[src/rtl/hilo_pkg.sv]
// Shared definitions for the HI/LO write unit: ex_op encodings and the pending-entry layout.
package hilo_pkg;

    localparam logic [1:0] HILO_OP_NONE   = 2'd0;
    localparam logic [1:0] HILO_OP_MTLO   = 2'd1;
    localparam logic [1:0] HILO_OP_MTHI   = 2'd2;
    localparam logic [1:0] HILO_OP_MULDIV = 2'd3;

    localparam int PEND_W = 66;

    typedef struct packed {
        logic        we_hi;
        logic        we_lo;
        logic [31:0] hi_val;
        logic [31:0] lo_val;
    } pend_entry_t;

endpackage

[src/rtl/hilo_pend_fifo.sv]
// Two-entry in-order buffer of speculative HI/LO writes, with a lookup of the
// youngest entry that writes the requested half (falls back to the arch value).
module hilo_pend_fifo
    import hilo_pkg::*;
#(
    parameter bit BYPASS = 1'b0
) (
    input  logic        clk,
    input  logic        reset,
    input  logic        push,
    input  logic        pop,
    input  logic        flush,
    input  pend_entry_t push_entry,
    input  logic        lookup_hi,
    input  logic [31:0] arch_val,
    output pend_entry_t head,
    output logic [1:0]  count,
    output logic        sel_hit,
    output logic [31:0] sel_val
);

    logic [PEND_W-1:0] mem [2];
    logic              wr_ptr;
    logic              rd_ptr;
    pend_entry_t       young;
    pend_entry_t       old;

    always_ff @(posedge clk) begin
        if (reset || flush) begin
            wr_ptr <= 1'b0;
            rd_ptr <= 1'b0;
            count  <= 2'd0;
        end else begin
            if (push) wr_ptr <= ~wr_ptr;
            if (pop)  rd_ptr <= ~rd_ptr;
            count <= count + {1'b0, push} - {1'b0, pop};
        end
    end

    always_ff @(posedge clk) begin
        if (push) mem[wr_ptr] <= push_entry;
    end

    assign head = pend_entry_t'(mem[rd_ptr]);

    // Youngest entry sits just behind wr_ptr; with two entries the older one shares wr_ptr's slot.
    assign young = pend_entry_t'(mem[~wr_ptr]);
    assign old   = pend_entry_t'(mem[wr_ptr]);

    always_comb begin
        sel_hit = 1'b0;
        sel_val = arch_val;
        if (count != 2'd0 && (lookup_hi ? young.we_hi : young.we_lo)) begin
            sel_hit = 1'b1;
            if (BYPASS) sel_val = lookup_hi ? young.hi_val : young.lo_val;
        end else if (count == 2'd2 && (lookup_hi ? old.we_hi : old.we_lo)) begin
            sel_hit = 1'b1;
            if (BYPASS) sel_val = lookup_hi ? old.hi_val : old.lo_val;
        end
    end

endmodule

[src/rtl/hilo_unit.sv]
// HI/LO register unit: buffers EX-stage HI/LO writes until commit, discards them on flush.
// Build option HILO_BYPASS_EN forwards pending values to MFHI/MFLO; otherwise such reads stall.
module hilo_unit
    import hilo_pkg::*;
(
    input  logic        clk,
    input  logic        reset,
    input  logic        ex_valid,
    input  logic [1:0]  ex_op,
    input  logic        ex_done,
    input  logic [63:0] ex_result,
    input  logic [31:0] ex_src,
    output logic        ex_ready,
    input  logic        commit,
    input  logic        flush,
    input  logic        rd_req,
    input  logic        rd_sel,
    output logic [31:0] rd_data,
    output logic        rd_stall,
    output logic [31:0] hi,
    output logic [31:0] lo,
    output logic [1:0]  pend_cnt
);

`ifdef HILO_BYPASS_EN
    localparam bit BYPASS = 1'b1;
`else
    localparam bit BYPASS = 1'b0;
`endif

    pend_entry_t push_entry;
    pend_entry_t head;
    logic        push_kind;
    logic        push;
    logic        pop;
    logic        sel_hit;
    logic [31:0] sel_val;

    assign push_kind = (ex_op == HILO_OP_MTLO) || (ex_op == HILO_OP_MTHI) ||
                       (ex_op == HILO_OP_MULDIV && ex_done);
    assign ex_ready  = (pend_cnt != 2'd2) || commit;
    assign push      = ex_valid && ex_ready && !flush && push_kind;
    assign pop       = commit && (pend_cnt != 2'd0);

    always_comb begin
        push_entry = '0;
        case (ex_op)
            HILO_OP_MTLO:   push_entry = '{we_hi: 1'b0, we_lo: 1'b1, hi_val: ex_src, lo_val: ex_src};
            HILO_OP_MTHI:   push_entry = '{we_hi: 1'b1, we_lo: 1'b0, hi_val: ex_src, lo_val: ex_src};
            HILO_OP_MULDIV: push_entry = '{we_hi: 1'b1, we_lo: 1'b1,
                                           hi_val: ex_result[63:32], lo_val: ex_result[31:0]};
            default:        push_entry = '0;
        endcase
    end

    hilo_pend_fifo #(.BYPASS(BYPASS)) u_pend (
        .clk        (clk),
        .reset      (reset),
        .push       (push),
        .pop        (pop),
        .flush      (flush),
        .push_entry (push_entry),
        .lookup_hi  (rd_sel),
        .arch_val   (rd_sel ? hi : lo),
        .head       (head),
        .count      (pend_cnt),
        .sel_hit    (sel_hit),
        .sel_val    (sel_val)
    );

    // A commit under flush still retires the head; the FIFO drops the rest.
    always_ff @(posedge clk) begin
        if (reset) begin
            hi <= 32'd0;
            lo <= 32'd0;
        end else if (pop) begin
            if (head.we_hi) hi <= head.hi_val;
            if (head.we_lo) lo <= head.lo_val;
        end
    end

    assign rd_data  = sel_val;
    assign rd_stall = rd_req && sel_hit && !BYPASS;

endmodule

[config.mk]
export PLATFORM = sky130hd
export DESIGN_NAME = hilo_unit
export DESIGN_NICKNAME = d
export VERILOG_FILES = /design/src/rtl/hilo_pkg.sv /design/src/rtl/hilo_pend_fifo.sv /design/src/rtl/hilo_unit.sv
export SDC_FILE = /design/constraint.sdc
export NUM_CORES = 1
export LEC_CHECK = 0
export ABC_AREA = 1
export ABC_CLOCK_PERIOD_IN_PS = 7200
export BUFFER_PORTS_ARGS = -buffer_cell sky130_fd_sc_hd__buf_2
export CAP_MARGIN = 10
export CORE_MARGIN = 3
export CORE_UTILIZATION = 53
export CTS_CLUSTER_DIAMETER = 80
export DETAILED_ROUTE_END_ITERATION = 8
export GPL_TIMING_DRIVEN = 0
export PLACE_DENSITY_LB_ADDON = 0.2
export SLEW_MARGIN = 10
export SYNTH_ARGS = -nofsm -noshare
export SYNTH_HDL_FRONTEND = slang
export SYNTH_SLANG_ARGS = --single-unit
export TNS_END_PERCENT = 1
[constraint.sdc]
create_clock -name clk -period 7.2 [get_ports clk]
set_clock_uncertainty 0.15 [all_clocks]
set_input_delay 0.36 -clock clk [delete_from_list [all_inputs] [get_ports clk]]
set_output_delay 0.36 -clock clk [all_outputs]
set_load 0.01 [all_outputs]
# After elaboration in Yosys (flattened, before gate mapping)
# Memories as Yosys holds them, arrays and structs flattened. A register that Yosys moved wholly into a read port is not among the register bits.
# Cells that the tools add are included.
dict set report classes {
  reduce_logical 16
  magnitude_cmp 0
  div_mod_pow 0
  multipliers 0
  eq_ne 5
  addsub 2
  bitwise 2
  n_mux 12
  shifts 0
}
# cell count
set op_table {}
lappend op_table {{$pmux 66 s3} 1}
lappend op_table {{$mux 32} 1}
lappend op_table {{$mux 1} 10}
lappend op_table {{$logic_and 1x1->1} 8}
lappend op_table {{$eq 2x2->1 const B} 3}
lappend op_table {{$logic_or 1x1->1} 4}
lappend op_table {{$reduce_and 2->1} 2}
lappend op_table {{$add 2x1->2} 1}
lappend op_table {{$eq 2x1->1 const B} 1}
lappend op_table {{$ne 2x2->1 const B} 1}
lappend op_table {{$not 1->1} 2}
lappend op_table {{$reduce_bool 2->1} 1}
lappend op_table {{$sub 2x1->2} 1}
lappend op_table {{$logic_not 1->1} 1}
dict set report totals {
  n_memories 1
  wordCells 43
  latchBits 0
  reg_bits 68
  romBits 0
  out_inout_bits 100
  mem_bits_rw 132
}
# name depth word_bits rd rd_ports_with_merged_regs wr line_no
set mem_list {}
lappend mem_list {u_pend.mem 2 66 3 2 1 hilo_pend_fifo.sv:22} ;# logic [PEND_W-1:0] mem [2];

# Logic depth before layout (Yosys ltp)
dict set report logic_depth {
  ltp_word 7
  ltp_mapped 8
  mapped_depth_nobuf 8
}

# Modules after synthesis
# Synthesis repeated with hierarchy kept, for this count alone.
dict set report hier_totals {
  hier_cells 1232
  hier_area_um2 10531.4
}
# module instances cells_per_inst area_per_inst_um2
set by_module_without_submodules {}
lappend by_module_without_submodules {hilo_pend_fifo 1 282 5481.5}
lappend by_module_without_submodules {hilo_unit 1 950 5049.8}

# Worst setup path before layout
# No wires, ideal clock.
dict set report synth_timing {
  path_type {input port to flip-flop}
  from {in ex_op[0]}
  to {mem u_pend.mem[1][0] (enable)}
  t_arrival_ns 3.722
  stages 6
  setup_time_ns 0.493
  setup_slack_ns 2.835
  required_ns 6.557
  cell_sequence {inv_1 -> ha_1 -> inv_1 -> nand2_1 -> nand3_1 -> nor2_1}
}
dict set report synth_between {
  elab_chain_len 6
  elab_cells_between_ends 9
  cone_classes {eq/ne (3); mux (2); reduce/logical (4)}
}
# item line_no
set synth_lines {}
lappend synth_lines {{start, declared} hilo_unit.sv:9} ;# input logic [1:0] ex_op,
lappend synth_lines {{$eq 2x1->1, or another cell as far along} hilo_unit.sv:39} ;# assign push_kind = (ex_op == HILO_OP_MTLO) || (ex_op == HILO_OP_MTHI) ||
lappend synth_lines {{$logic_or 1x1->1 or $logic_and 1x1->1 (tied branches)} {hilo_unit.sv:39, hilo_unit.sv:40}}
lappend synth_lines {{$logic_or 1x1->1 *} hilo_unit.sv:39}
lappend synth_lines {{$logic_and 1x1->1 *} hilo_unit.sv:42} ;# assign push = ex_valid && ex_ready && !flush && push_kind;
lappend synth_lines {{$mux 1 *} hilo_pend_fifo.sv:41} ;# if (push) mem[wr_ptr] <= push_entry;
lappend synth_lines {{$mux 1 (not written as such) *} hilo_pend_fifo.sv:41}
lappend synth_lines {{end, declared} hilo_pend_fifo.sv:22}
# Every way passes the cells marked *; elsewhere a longest branch is shown, timed or not.

# Worst setup path in the final report
dict set report layout_timing {
  from {reg u_pend.count[0]}
  to {mem u_pend.mem[0][31] (enable)}
}
dict set report layout_between {
  elab_chain_len 7
}
# item line_no
set layout_lines {}
lappend layout_lines {{start, declared} hilo_pend_fifo.sv:17} ;# output logic [1:0] count,
lappend layout_lines {{start signal, assigned} hilo_pend_fifo.sv:36} ;# count <= count + {1'b0, push} - {1'b0, pop};
lappend layout_lines {{$ne 2x2->1} hilo_unit.sv:41} ;# assign ex_ready = (pend_cnt != 2'd2) || commit;
lappend layout_lines {{$logic_or 1x1->1} hilo_unit.sv:41}
lappend layout_lines {{$logic_and 1x1->1 (3 in series)} hilo_unit.sv:42}
lappend layout_lines {{$mux 1} hilo_pend_fifo.sv:41}
lappend layout_lines {{$mux 1 (not written as such)} hilo_pend_fifo.sv:41}
# Every way passes these cells.

==> results.yml <==
cells_and_area:
  syn_to_final_growth_pct: 23.5
  fin_nets: 1407
  multi_input_area_um2: 2670
  drive_above_1_share: 0.213
  final_cell_mix: "236 x nand2_1, 223 x buf_2, 206 x inv_1, 195 x o21ai_0, 132 x edfxtp_1"
  fill_cells: 1445
  post-route-util: 0.673
  regArea_um2: 5370
  final_common_cell: "nand2_1"
  insertedDiodeCount: 0
critical_path:
  startpoint_type: "flip-flop"
  r2r-end: "u_pend.mem[0][31]"
  crit_type: "reg2reg"
  arrival_ps: 2510
  cp.required_ps: 7250
  crit_fanout: 24
  worstSetupEndpointType: "flip-flop"
  rrSetupSlack_ps: 4740
  reg2regPathDepth: 6
  rr_startpoint: "u_pend.count[0]"
timing:
  holdWs_ps: 6.88
  final-setup-viol-count: 0
  fin_ws_ps: 4740
  hold_viol_final: 0
  min_period_ps: 2460
  tightest_slew_ps: 954
  min_period_over_period: 0.342
  rsz0062_at_grt: "no"
  fmax_mhz: 407
  maxSlewViolCount: 0
  relSlewSlack: 0.362
  setup_tns_ps: 0
yosys:
  synth_top_cell_by_area: "edfxtp_1"
  yosys_warnings: 0
  synth.avg_cell_area_um2: 8.57
  yosys.area_share.simple: 0.135
  synth_compound_area_frac: 0.149
  synth_seq_area_share: 0.589
  synth_top_family_by_area: "compound AO/OA/AOI/OAI gates"
  ys_types: 26
  synth_nets: 1174
  synthMuxAreaShare: 0
  synthAdderAreaFrac: 0.00687
  yosys-top-cells-area: "edfxtp_1 44%, dfxtp_1 15%, o21ai_0 11%, nand2_1 9.7%, inv_1 8.5%"
  synth_seq_cells: 202
  yosysTopAreaCellShare: 0.435
  netlist_area_um2: 9110
  synth_cells: 1063
  synth_xor_area_frac: 0.000962
pwr:
  finalPower_uw: 2630
  ir_worst_vdd_uv: 195
  power_frac_seq: 0.488
  p_comb_frac: 0.085
  internal-power_uw: 2030
  pwr_density_cell_nw_per_um2: 234
  pwr-share-clk: 0.426
  switching_power_uw: 602
  switching_share: 0.229
  p_leak_uw: 0.00523
route:
  dr.first_iter.drc_count: 566
  viasPerCell: 5.09
  num_vias: 7800
  final_antenna_net_count: 0
  drc_errors: 0
  drt-total-wl_um: 24900
  wire_per_inst_um: 16.2
  drtPass1Iterations: 5
global_routing:
  grt_antenna_before_repair: 0
  grt_pass1_vias: 7228
  grt_pass1_wl_um: 36900
  grt_max_degree: 26
  top_usage_layer: "met2"
  met2_usage: 0.456
  grtUsageTotal: 0.258
  grtUsageMet3: 0.0426
  gr-usage-met1: 0.318
  grt-ovfl-total: 0
min_path:
  whs_path_depth: 4
  whs_endpoint: "u_pend.count[1]"
  hp-start: "flush"
  hold_class: "in2reg"
floorplan:
  std_cell_rows: 47
  fp.coreArea_um2: 16700
  die_w_um: 137
  start_util: 0.545
  die_area_um2: 18800
  die_h_um: 137
  num_io_pins: 206
clock_tree:
  cts.sinks: 202
  ctsRootBufferMaster: "clkbuf_16"
  cts_buffers: 22
  htree_levels: 1
  insertion_delay_ps: 500
  cts_setup_buffers: 0
  clockBufferDepth: 3
  clkTransAtPathRegs_ps: 60
  cts_tree: "done"
placement:
  io_buffers: 204
  gp_congestion: 0.847
  pre_cts_slack_ps: 4320
  dp.final_hpwl_um: 17800
status:
  status: "finished, final reports clean"
job:
  maxCapViolations: 0
## flip-flops by register name (all words and copies together), names as in the netlist, named ones only
| register | flops |
|---|---|
| hi | 32 |
| lo | 32 |
| u_pend.count | 2 |
| u_pend.mem | 132 |
| u_pend.rd_ptr | 1 |
| u_pend.wr_ptr | 1 |
## logic make-up after synthesis
logic type,after synthesis
simple gates,321
xor+xnor,1
buf+inv,266
compound gates,268
fa+ha+maj,5
flops,202
## final cells by class
cell class              count  area share
repair buffers            209      0.0995
flip-flops and latches    202       0.477
inverters                 208      0.0695
multi-input cells         595       0.238
plain buffers              58      0.0268
clock inverters             8     0.00534
well taps                 220      0.0245
clock buffers              32      0.0595
## layer usage
metal	routed length, um	share of wire
met4	675	0.027
met1	9870	0.40
met5	0	0
met3	2000	0.080
met2	12400	0.50
## how the worst max path moves through the flow
| stage | startpoint | depth (start not counted) | to | slack, ps |
|---|---|---|---|---|
| floorplan | ex_op[0] | 6 | u_pend.mem[1][0] | 2830 |
| global placement | ex_op[0] | 6 | u_pend.mem[1][6] | 910 |
| detailed placement | ex_op[0] | 8 | u_pend.mem[0][52] | 4320 |
| CTS | u_pend.count[0] | 6 | u_pend.mem[0][31] | 4740 |
| global route | u_pend.count[0] | 6 | u_pend.mem[0][31] | 4550 |
| finish | u_pend.count[0] | 6 | u_pend.mem[0][31] | 4740 |
## metrics by stage
stage	area [um2]	std cells
after floorplan	9110	1063
after detailed placement	10500	1491
after global placement	10400	1487
after global routing	11200	1532
final	11200	1532
after CTS	11200	1532
## critical path: stages (launching register included)
cell,delay [ps]
dfxtp_1,400
inv_1,110
nand3_1,130
nand3_1,210
nor2_4,660
buf_12,280
buf_16,190
## power by group through the flow
stage	sequential (uW)	clock (uW)	combinational (uW)
floorplan	1310	0	121
global placement	1310	0	212
detailed placement	1310	0	222
CTS	1280	1130	223
global route	1290	1170	252
finish	1280	1120	225
## synthesized netlist by cell type
library cell    n
o21ai_1        33
o21ai_0       195
inv_1         206
inv_2           1
xor2_1          1
edfxtp_1      132
o21ai_2         2
nand2_4         1
o211ai_1        2
dfxtp_1        70
clkinv_2        1
buf_2          19
ha_1            5
or2_2           1
nand3_1         3
clkbuf_1       23
nor2_4          1
nand2_2         1
and3_1          1
buf_1           7
buf_6           7
nand2_1       236
a21oi_1        36
buf_4           2
nand4_1         1
nor2_1         76
## repair_timing
action	in CTS	in global routing
gates resized for setup	0	0
hold buffers	1	0
hold endpoints to repair	1	0
Power figures use the tool's default switching activity.
